[src/rtl/bh_pkg.sv]
`default_nettype none
// ============================================================================
//  Module      : bh_pkg
//  Description : Shared definitions for the Bluetooth UART send/receive pair:
//                receiver FSM states, command byte codes and bit-timing helper.
//  Revision    : 1.0  initial release
// ============================================================================
package bh_pkg;

  // Receiver FSM state encoding
  typedef enum logic [2:0] {
    IDLE      = 3'd0,
    START     = 3'd1,
    DATA      = 3'd2,
    STOP      = 3'd3,
    WAIT_IDLE = 3'd4
  } rx_state_t;

  // Single-byte ASCII commands
  localparam logic [7:0] CMD_SET_ALL  = 8'h41;  // 'A'
  localparam logic [7:0] CMD_CLR_ALL  = 8'h5A;  // 'Z'
  localparam logic [7:0] CMD_TOG_BASE = 8'h30;  // '0'; '0'..'3' toggle led[n]

  // Clock cycles per serial bit; both directions must use this same value
  function automatic int bit_cyc(input int clk_freq, input int baud);
    return clk_freq / baud;
  endfunction

endpackage
`default_nettype wire

[src/rtl/bh_recv_if.sv]
`default_nettype none
// ============================================================================
//  Module      : bh_recv_if
//  Description : Serial line and receive-side result signals of bh_recv.
//                slave = the receiver, master = whatever drives the line and
//                consumes bytes / LED state.
//  Revision    : 1.0  initial release
// ============================================================================
interface bh_recv_if;
  logic       uart_rxd;
  logic [7:0] rx_data;
  logic       rx_valid;
  logic       frame_err;
  logic [3:0] led;

  modport master (
    output uart_rxd,
    input  rx_data,
    input  rx_valid,
    input  frame_err,
    input  led
  );

  modport slave (
    input  uart_rxd,
    output rx_data,
    output rx_valid,
    output frame_err,
    output led
  );
endinterface
`default_nettype wire

[src/rtl/bh_uart_rx.sv]
`default_nettype none
// ============================================================================
//  Module      : bh_uart_rx
//  Description : 8N1 UART receiver: 2-flop input synchronizer, mid-bit
//                sampling FSM with baud counter, byte/frame-error pulses.
//  Revision    : 1.0  initial release
// ============================================================================
module bh_uart_rx
  import bh_pkg::*;
#(
  parameter int CLK_FREQ = 50_000_000,
  parameter int BAUD     = 9600
) (
  input  logic       sys_clk,
  input  logic       sys_rst_n,
  input  logic       uart_rxd,
  output logic [7:0] rx_data,
  output logic       rx_valid,
  output logic       frame_err
);

  localparam int BIT_CYC = bit_cyc(CLK_FREQ, BAUD);
  localparam int HALF    = BIT_CYC / 2;
  localparam int CW      = $clog2(BIT_CYC);

  // Counter reload values: the counter runs down and a sample is taken when
  // it reaches zero, so a load of N-1 places the next sample N cycles later.
  localparam logic [CW-1:0] HALF_LD = CW'(HALF - 1);
  localparam logic [CW-1:0] BIT_LD  = CW'(BIT_CYC - 1);

  if (BIT_CYC < 4) begin : g_bit_cyc_check
    $error("bh_uart_rx: CLK_FREQ/BAUD must be at least 4");
  end

  logic [1:0]    sync_q;
  logic          rxd_s;
  rx_state_t     state_q, state_d;
  logic [CW-1:0] cnt_q, cnt_d;
  logic [2:0]    bit_q, bit_d;
  logic [7:0]    shift_q, shift_d;
  logic [7:0]    data_q, data_d;
  logic          valid_q, valid_d;
  logic          ferr_q, ferr_d;
  logic          tick;

  // Two-flop synchronizer; resets to the idle (high) line level
  always_ff @(posedge sys_clk) begin
    if (!sys_rst_n) sync_q <= 2'b11;
    else            sync_q <= {sync_q[0], uart_rxd};
  end

  assign rxd_s = sync_q[1];
  assign tick  = (cnt_q == '0);

  // State, counter, shift register and output pulse registers
  always_ff @(posedge sys_clk) begin
    if (!sys_rst_n) begin
      state_q <= IDLE;
      cnt_q   <= '0;
      bit_q   <= 3'd0;
      shift_q <= 8'h00;
      data_q  <= 8'h00;
      valid_q <= 1'b0;
      ferr_q  <= 1'b0;
    end else begin
      state_q <= state_d;
      cnt_q   <= cnt_d;
      bit_q   <= bit_d;
      shift_q <= shift_d;
      data_q  <= data_d;
      valid_q <= valid_d;
      ferr_q  <= ferr_d;
    end
  end

  // Next-state logic: sample at each counter zero, reload on every sample
  always_comb begin
    state_d = state_q;
    cnt_d   = cnt_q;
    bit_d   = bit_q;
    shift_d = shift_q;
    data_d  = data_q;
    valid_d = 1'b0;
    ferr_d  = 1'b0;

    case (state_q)
      IDLE: begin
        cnt_d = '0;
        if (!rxd_s) begin
          state_d = START;
          cnt_d   = HALF_LD;
        end
      end

      START: begin
        if (tick) begin
          if (rxd_s) begin
            // Line went back high before mid-start-bit: glitch
            state_d = IDLE;
            cnt_d   = '0;
          end else begin
            state_d = DATA;
            cnt_d   = BIT_LD;
            bit_d   = 3'd0;
          end
        end else begin
          cnt_d = cnt_q - CW'(1);
        end
      end

      DATA: begin
        if (tick) begin
          shift_d = {rxd_s, shift_q[7:1]};
          cnt_d   = BIT_LD;
          if (bit_q == 3'd7) state_d = STOP;
          else               bit_d   = bit_q + 3'd1;
        end else begin
          cnt_d = cnt_q - CW'(1);
        end
      end

      STOP: begin
        if (tick) begin
          cnt_d = '0;
          if (rxd_s) begin
            data_d  = shift_q;
            valid_d = 1'b1;
            state_d = IDLE;
          end else begin
            ferr_d  = 1'b1;
            state_d = WAIT_IDLE;
          end
        end else begin
          cnt_d = cnt_q - CW'(1);
        end
      end

      WAIT_IDLE: begin
        cnt_d = '0;
        if (rxd_s) state_d = IDLE;
      end

      default: begin
        state_d = IDLE;
        cnt_d   = '0;
      end
    endcase
  end

  assign rx_data   = data_q;
  assign rx_valid  = valid_q;
  assign frame_err = ferr_q;

endmodule
`default_nettype wire

[src/rtl/bh_recv.sv]
`default_nettype none
// ============================================================================
//  Module      : bh_recv
//  Description : Bluetooth UART receive path: byte recovery plus single-byte
//                ASCII command decoder driving a 4-bit LED register.
//  Revision    : 1.0  initial release
// ============================================================================
module bh_recv
  import bh_pkg::*;
#(
  parameter int CLK_FREQ = 50_000_000,
  parameter int BAUD     = 9600
) (
  input  logic        sys_clk,
  input  logic        sys_rst_n,
  bh_recv_if.slave    bus
);

  logic [7:0] rx_data;
  logic       rx_valid;
  logic       frame_err;
  logic [3:0] led_q, led_d;

  bh_uart_rx #(
    .CLK_FREQ (CLK_FREQ),
    .BAUD     (BAUD)
  ) u_rx (
    .sys_clk   (sys_clk),
    .sys_rst_n (sys_rst_n),
    .uart_rxd  (bus.uart_rxd),
    .rx_data   (rx_data),
    .rx_valid  (rx_valid),
    .frame_err (frame_err)
  );

  // Command decode; only the byte accompanied by rx_valid is acted on
  always_comb begin
    led_d = led_q;
    if (rx_valid) begin
      if (rx_data == CMD_SET_ALL) begin
        led_d = 4'hF;
      end else if (rx_data == CMD_CLR_ALL) begin
        led_d = 4'h0;
      end else if (rx_data[7:2] == CMD_TOG_BASE[7:2]) begin
        led_d[rx_data[1:0]] = ~led_q[rx_data[1:0]];
      end
    end
  end

  // LED register
  always_ff @(posedge sys_clk) begin
    if (!sys_rst_n) led_q <= 4'h0;
    else            led_q <= led_d;
  end

  assign bus.rx_data   = rx_data;
  assign bus.rx_valid  = rx_valid;
  assign bus.frame_err = frame_err;
  assign bus.led       = led_q;

endmodule
`default_nettype wire

[src/flat_wrapper.sv]
// flat-port wrapper written by rule: the top's interface ports become plain ports
module bh_recv_flat import bh_pkg::*;
#(
  parameter int CLK_FREQ = 50_000_000,
  parameter int BAUD     = 9600
)
  (sys_clk, sys_rst_n, bus_uart_rxd, bus_rx_data, bus_rx_valid, bus_frame_err, bus_led);
  bh_recv_if bus_i ();
  input  logic sys_clk;
  input  logic sys_rst_n;
  input wire logic [$bits(bus_i.uart_rxd)-1:0] bus_uart_rxd;
  output wire logic [$bits(bus_i.rx_data)-1:0] bus_rx_data;
  output wire logic [$bits(bus_i.rx_valid)-1:0] bus_rx_valid;
  output wire logic [$bits(bus_i.frame_err)-1:0] bus_frame_err;
  output wire logic [$bits(bus_i.led)-1:0] bus_led;
  assign bus_i.uart_rxd = bus_uart_rxd;
  assign bus_rx_data = bus_i.rx_data;
  assign bus_rx_valid = bus_i.rx_valid;
  assign bus_frame_err = bus_i.frame_err;
  assign bus_led = bus_i.led;
  bh_recv #(.CLK_FREQ(CLK_FREQ), .BAUD(BAUD)) u_core (.sys_clk(sys_clk), .sys_rst_n(sys_rst_n), .bus(bus_i));
endmodule
[config.mk]
export PLATFORM = sky130hd
export DESIGN_NAME = bh_recv_flat
export DESIGN_NICKNAME = d
export VERILOG_FILES = /design/src/rtl/bh_pkg.sv /design/src/rtl/bh_recv_if.sv /design/src/rtl/bh_uart_rx.sv /design/src/rtl/bh_recv.sv /design/src/flat_wrapper.sv
export SDC_FILE = /design/constraint.sdc
export NUM_CORES = 1
export LEC_CHECK = 0
export ABC_AREA = 1
export CAP_MARGIN = 10
export CORE_ASPECT_RATIO = 0.5
export CORE_UTILIZATION = 45
export DETAILED_ROUTE_END_ITERATION = 16
export PLACE_DENSITY = 0.63
export SLEW_MARGIN = 20
export SYNTH_ARGS = -nofsm -noshare
export SYNTH_HDL_FRONTEND = slang
export SYNTH_SLANG_ARGS = --single-unit
[constraint.sdc]
create_clock -name sys_clk -period 2.3 [get_ports sys_clk]
set_input_delay 0.46 -clock sys_clk [delete_from_list [all_inputs] [get_ports sys_clk]]
set_output_delay 0.46 -clock sys_clk [all_outputs]
set_load 0.005 [all_outputs]
==> flow_metrics.py, run 1 <==
metrics = {
    "cells_and_area": {
        "nNetsFinal": 368,
        "diodes": 0,
        "final_cell_mix": "73 x nor2_1, 65 x nand2_1, 46 x inv_1, 43 x dfxtp_1, 24 x o21ai_0",
        "area_delta_synth_final_pct": 14.0,
        "nFillCells": 473,
        "drive_above_1_share_pct": 11.0,
        "final_common_cell": "nor2_1",
    },
    "global_routing": {
        "grt_pass1_vias": 1864,
        "antenna_found_initial": 0,
        "grt.overflow.total": 0,
        "track_usage_pct": 19.0,
        "grt_pass1_wl_um": 7770,
        "grt_max_degree": 27,
    },
    "sta": {
        "tightest_slew_ps": 330,
        "finalCriticalPeriod_ps": 1840,
        "rsz0062_at_grt": "no",
        "slew_headroom_pct": 77.9,
        "fin_skew_ps": 6.72,
        "drv_slew": 0,
        "setup_slack_ps": 458,
        "hold_viol_final": 0,
        "setup_viol": 0,
        "fmax_ghz": 0.543,
        "tns_ps": 0,
        "finalCritPeriodShare_pct": 80.1,
    },
    "logic_synthesis": {
        "synth_top_family_by_area": "simple AND/OR/NAND/NOR gates",
        "yosys.area_share.xor_xnor_pct": 1.93,
        "synth_cell_types": 31,
        "synth-seq-cells": 43,
        "synth_fa_ha_area_share_pct": 2.21,
        "synth-compound-area-share_pct": 9.33,
        "synth.avg_cell_area_um2": 6.65,
        "yosysTopAreaCell": "dfxtp_1",
        "synth_nets": 348,
        "seq_area_frac_synth_pct": 38.0,
        "synthMuxAreaShare_pct": 0,
        "synthSimpleGateAreaFrac_pct": 39.0,
        "yosys.area.top_type_share_pct": 38.0,
        "syn_inst": 341,
        "synth_area_um2": 2270,
        "synthTopCellsByArea": "dfxtp_1 38%, nor2_1 12%, nand2_1 11%, inv_1 7.6%, o21ai_0 5.3%",
        "synth_warnings": 0,
    },
    "floorplanning": {
        "start_util_pct": 49.1,
        "core_um2": 4620,
        "die_x_um": 102,
        "io_pins": 17,
        "num_rows": 17,
        "dieArea_um2": 5340,
        "die_height_um": 52.2,
    },
    "critical_path": {
        "critPathTopFamily": "buffers and inverters",
        "rr_startpoint": "u_core.u_rx.cnt_q[0]",
        "r2r_slack_ps": 660,
        "crit_slowest_cell": "clkdlybuf4s50_1",
        "slowest_delay_ps": 570,
        "reg2regPathDepth": 11,
        "r2r-end": "u_core.u_rx.cnt_q[10]",
        "critical_path_class": "flop to output port",
        "path_cells": "clkdlybuf4s50_1",
        "path_max_fanout": 8,
        "crit_arrival_ps": 1380,
        "worstPathRequired_ps": 1840,
        "start_kind": "flop",
        "critPathBufInv": 1,
        "end_kind": "output port",
    },
    "clock_network": {
        "cts.sinks": 43,
        "cts_buffers": 5,
        "clock_path_buffers": 2,
        "cts_tree": "yes",
        "ctsHtreeMaxLevel": 2,
        "ctsRootBufferMaster": "clkbuf_8",
        "clock_latency_ps": 290,
        "cts_hold_buffers": 0,
        "cts_resized": 0,
        "postCtsSetupBuffers": 0,
        "cts.clk_slew.worst_paths_ps": 80,
    },
    "route": {
        "drtIter0Drc": 50,
        "viasPerCell": 4.71,
        "routed_wl_um": 4520,
        "wire_per_inst_um": 10.6,
        "vias": 2014,
        "ant_nets": 0,
        "drc": 0,
        "first_pass_iters": 4,
    },
    "min_path": {
        "hold_depth": 1,
        "holdPathEnd": "u_core.u_rx.sync_q[1]",
        "worstHoldStart": "u_core.u_rx.sync_q[0]",
        "hp-class": "flop to flop",
    },
    "placed_design": {
        "dp_slack_ps": 604,
        "gp_congestion": 0.884,
        "dp_hpwl_um": 3470,
        "port_buffers": 16,
    },
    "outcome": {
        "status": "complete, no violations",
    },
    "power": {
        "leakage_nw": 1.22,
        "pwr_density_cell_nw_per_um2": 1440,
        "ir_worst_vdd_mv": 0.925,
    },
    "flow_run": {
        "cap_violations": 0,
    },
}
-- power by group --
group	switching (mW)	internal, mW	total, mW
Combinational	1.36	0.745	2.11
Clock	0.256	0.211	0.467
Sequential	0.197	0.944	1.14
Total	1.81	1.90	3.71
-- logic make-up after synthesis --
logic type      Yosys count
compound gates           41
flops                    43
fa+ha+maj                 4
buf+inv                  56
simple gates            192
xor+xnor                  5
-- worst max path at each step --
stage                      startpoint                     end  slack [ps]  cells past startpoint
2_1_floorplan    u_core.u_rx.cnt_q[0]  u_core.u_rx.shift_q[6]         970                      8
5_1_grt        u_core.u_rx.rx_data[0]          bus_rx_data[0]         410                      1
4_1_cts        u_core.u_rx.rx_data[0]          bus_rx_data[0]         460                      1
3_3_place_gp                sys_rst_n    u_core.u_rx.cnt_q[2]         640                      7
6_report       u_core.u_rx.rx_data[0]          bus_rx_data[0]         460                      1
3_5_place_dp                sys_rst_n    u_core.u_rx.cnt_q[2]         600                      7
-- layout make-up --
type                    instances  area [µm²]  area share, %
clock buffers                   5        68.8           2.66
flip-flops and latches         43         861           33.3
well taps                      66        82.6           3.19
inverters                      52         195           7.55
repair buffers                 17         168           6.49
clock inverters                 3        20.0          0.774
multi-input cells             242        1190           46.0
-- flip-flops by register name (all words and copies together) (netlist names) --
signal	count
u_core.u_rx.rx_valid	1
u_core.u_rx.bit_q	3
u_core.u_rx.sync_q	2
u_core.u_rx.state_q	3
u_core.u_rx.cnt_q	13
u_core.u_rx.frame_err	1
u_core.u_rx.rx_data	8
u_core.bus.led	4
u_core.u_rx.shift_q	8
-- routing by layer --
| layer | up-vias | track usage (%) | part of all wire (%) | routed length (µm) |
|---|---|---|---|---|
| met1 | 883 | 23.1 | 52 | 2340 |
| li1 | 1101 | - | - | - |
| met3 | 2 | 4.27 | 3.5 | 160 |
| met5 | - | 0 | 0 | 0 |
| met4 | 0 | 6.43 | 0.40 | 18 |
| met2 | 28 | 33.4 | 44 | 2000 |
-- through the flow --
step | area [µm²] | hold slack [ps] | util [%] | cells | power [mW]
floorplan | 2270 | 393 | - | 341 | 2.82
global placement | 2500 | 405 | 54.1 | 420 | 3.21
detailed placement | 2500 | 417 | 54.1 | 420 | 3.25
CTS | 2580 | 430 | 56.0 | 428 | 3.74
global route | 2580 | 442 | 56.0 | 428 | 4.10
finish | 2580 | 427 | 56.0 | 428 | 3.71
-- synth_stat cells, drive strengths merged --
| master | n |
|---|---|
| nand4 | 5 |
| inv | 52 |
| nor3b | 1 |
| o21bai | 1 |
| nand2 | 74 |
| nor3 | 5 |
| nand3 | 20 |
| o21ai | 27 |
| nor4 | 1 |
| xor2 | 5 |
| clkbuf | 1 |
| or2 | 4 |
| ha | 4 |
| nand3b | 3 |
| dfxtp | 43 |
| buf | 3 |
| a21oi | 13 |
| nor2 | 79 |
Power figures use the tool's default switching activity.
==> run 2: changes to the inputs <==
--- a/config.mk
+++ b/config.mk
@@ -10,7 +10,7 @@
 export CORE_ASPECT_RATIO = 0.5
 export CORE_UTILIZATION = 45
 export DETAILED_ROUTE_END_ITERATION = 16
-export PLACE_DENSITY = 0.63
+export PLACE_DENSITY = 0.65
 export SLEW_MARGIN = 20
 export SYNTH_ARGS = -nofsm -noshare
 export SYNTH_HDL_FRONTEND = slang
==> constraint.sdc (replaced) <==
create_clock -name sys_clk -period 1.6 [get_ports sys_clk]
set_input_delay 0.32 -clock sys_clk [delete_from_list [all_inputs] [get_ports sys_clk]]
set_output_delay 0.32 -clock sys_clk [all_outputs]
set_load 0.005 [all_outputs]
==> run 2 against run 1 <==
- die area unchanged
- register-to-register slack got worse by 540 ps
- clock skew increased by 3.4 ps
- critical endpoint is now bus_rx_data[2]
- clock-buffer cell count unchanged
- non-clock buffer count increased by 5
- via count increased by 3.6%
- worst setup slack got worse by 400 ps
==> flow_metrics.py, run 2 (synthesis results as in run 1) <==
metrics = {
    "critical_path": {
        "slowest_delay_ps": 520,
        "critPathTopFamily": "buffers and inverters",
        "crit_arrival_ps": 1220,
        "end_kind": "output port",
        "path_max_fanout": 4,
        "start_kind": "flop",
        "path_cells": "clkdlybuf4s50_1",
        "worstPathRequired_ps": 1280,
        "critPathBufInv": 1,
        "critical_path_class": "flop to output port",
        "crit_slowest_cell": "clkdlybuf4s50_1",
    },
    "global_routing": {
        "antenna_found_initial": 0,
        "track_usage_pct": 20.1,
        "grt_pass1_vias": 1945,
        "grt_max_degree": 22,
        "grt.overflow.total": 0,
        "grt_pass1_wl_um": 8140,
    },
    "placed_design": {
        "dp_cells": 422,
        "gp_congestion": 0.860,
        "dp_slack_ps": 57.3,
        "dp_hpwl_um": 3470,
        "port_buffers": 16,
    },
    "sta": {
        "drv_slew": 0,
        "finalCritPeriodShare_pct": 96.5,
        "fmax_ghz": 0.647,
        "finalCriticalPeriod_ps": 1540,
        "setup_slack_ps": 55.3,
        "hold_viol_final": 0,
        "tns_ps": 0,
        "fin_skew_ps": 10.1,
        "rsz0062_at_grt": "no",
        "slew_headroom_pct": 78.8,
        "setup_viol": 0,
        "tightest_slew_ps": 318,
    },
    "cells_and_area": {
        "diodes": 0,
        "final_cell_mix": "73 x nor2_1, 65 x nand2_1, 45 x inv_1, 34 x dfxtp_1, 21 x o21ai_0",
        "largest-register": "u_core.u_rx.cnt_q",
        "stdcell_count": 433,
        "nNetsFinal": 373,
        "largest_register_ffs": 13,
        "nFillCells": 451,
        "final_common_cell": "nor2_1",
        "drive_above_1_share_pct": 15.3,
        "area_delta_synth_final_pct": 17.2,
    },
    "floorplanning": {
        "num_rows": 17,
        "dieArea_um2": 5340,
        "start_util_pct": 49.1,
        "io_pins": 17,
        "die_height_um": 52.2,
        "die_x_um": 102,
        "core_um2": 4620,
    },
    "outcome": {
        "status": "complete, no violations",
    },
    "clock_network": {
        "cts.sinks": 43,
        "cts.clk_slew.worst_paths_ps": 90,
        "cts_hold_buffers": 0,
        "cts_buffers": 5,
        "clock_path_buffers": 2,
        "ctsHtreeMaxLevel": 2,
        "cts_tree": "yes",
        "ctsRootBufferMaster": "clkbuf_8",
        "clock_latency_ps": 300,
    },
    "route": {
        "viasPerCell": 4.82,
        "ant_nets": 0,
        "drc": 0,
        "first_pass_iters": 4,
        "vias": 2087,
        "drtIter0Drc": 76,
        "wire_per_inst_um": 10.7,
        "routed_wl_um": 4640,
    },
    "power": {
        "pwr_density_cell_nw_per_um2": 2120,
        "ir_worst_vdd_mv": 1.37,
        "leakage_nw": 1.25,
    },
    "flow_run": {
        "cap_violations": 0,
    },
    "min_path": {
        "hp-class": "flop to flop",
    },
}
run 2: power by group:
| group | switching, mW | total [mW] | internal, mW |
|---|---|---|---|
| Combinational | 2.04 | 3.28 | 1.24 |
| Clock | 0.389 | 0.701 | 0.312 |
| Sequential | 0.277 | 1.64 | 1.36 |
| Total | 2.70 | 5.62 | 2.92 |
run 2: worst paths after layout:
kind                          startpoint                     to  slack [ps]  depth (start not counted)
hold reg to reg    u_core.u_rx.sync_q[0]  u_core.u_rx.sync_q[1]         420                          1
setup reg to reg    u_core.u_rx.cnt_q[1]   u_core.u_rx.cnt_q[3]         120                          7
hold / removal     u_core.u_rx.sync_q[0]  u_core.u_rx.sync_q[1]         420                          1
setup / recovery  u_core.u_rx.rx_data[2]         bus_rx_data[2]          60                          1
run 2: cell type report:
class                           instances  area, µm²  share of cell area (%)
Inverter                               52        195                    7.35
Clock inverter                          3       25.0                   0.942
Clock buffer                            5       68.8                    2.59
Multi-Input combinational cell        242       1200                    45.2
Timing Repair Buffer                   22        209                    7.87
Tap cell                               66       82.6                    3.11
Sequential cell                        43        875                    32.9
run 2: what timing repair did:
item	in CTS	in global routing
setup endpoints to repair	3	36
buffers inserted	0	3
pin swaps	0	4
resized for setup	3	14
run 2: metal layers:
layer  part of all wire, %  GRT usage, %
met5                     0             0
met1                    50          24.5
met4                   1.7          8.81
met2                    45          34.0
met3                   3.3          5.07
run 2: worst register-to-register path: cells and delay by family (launching register included):
| family | cells | cell delay [ps] |
|---|---|---|
| fa+ha+maj | 1 | 190 |
| compound gates | 1 | 120 |
| simple gates | 4 | 640 |
| buf+inv | 1 | 80 |
| flops | 1 | 330 |
run 2: metrics by stage:
step / utilization [%] / hold WS (ps) / total power [mW] / area, µm²
detailed placement: 54.4 / 404 / 4.70 / 2510
floorplan: - / 393 / 4.05 / 2270
global route: 57.5 / 436 / 6.25 / 2660
global placement: 54.4 / 400 / 4.66 / 2510
finish: 57.5 / 423 / 5.62 / 2660
CTS: 56.5 / 425 / 5.43 / 2610
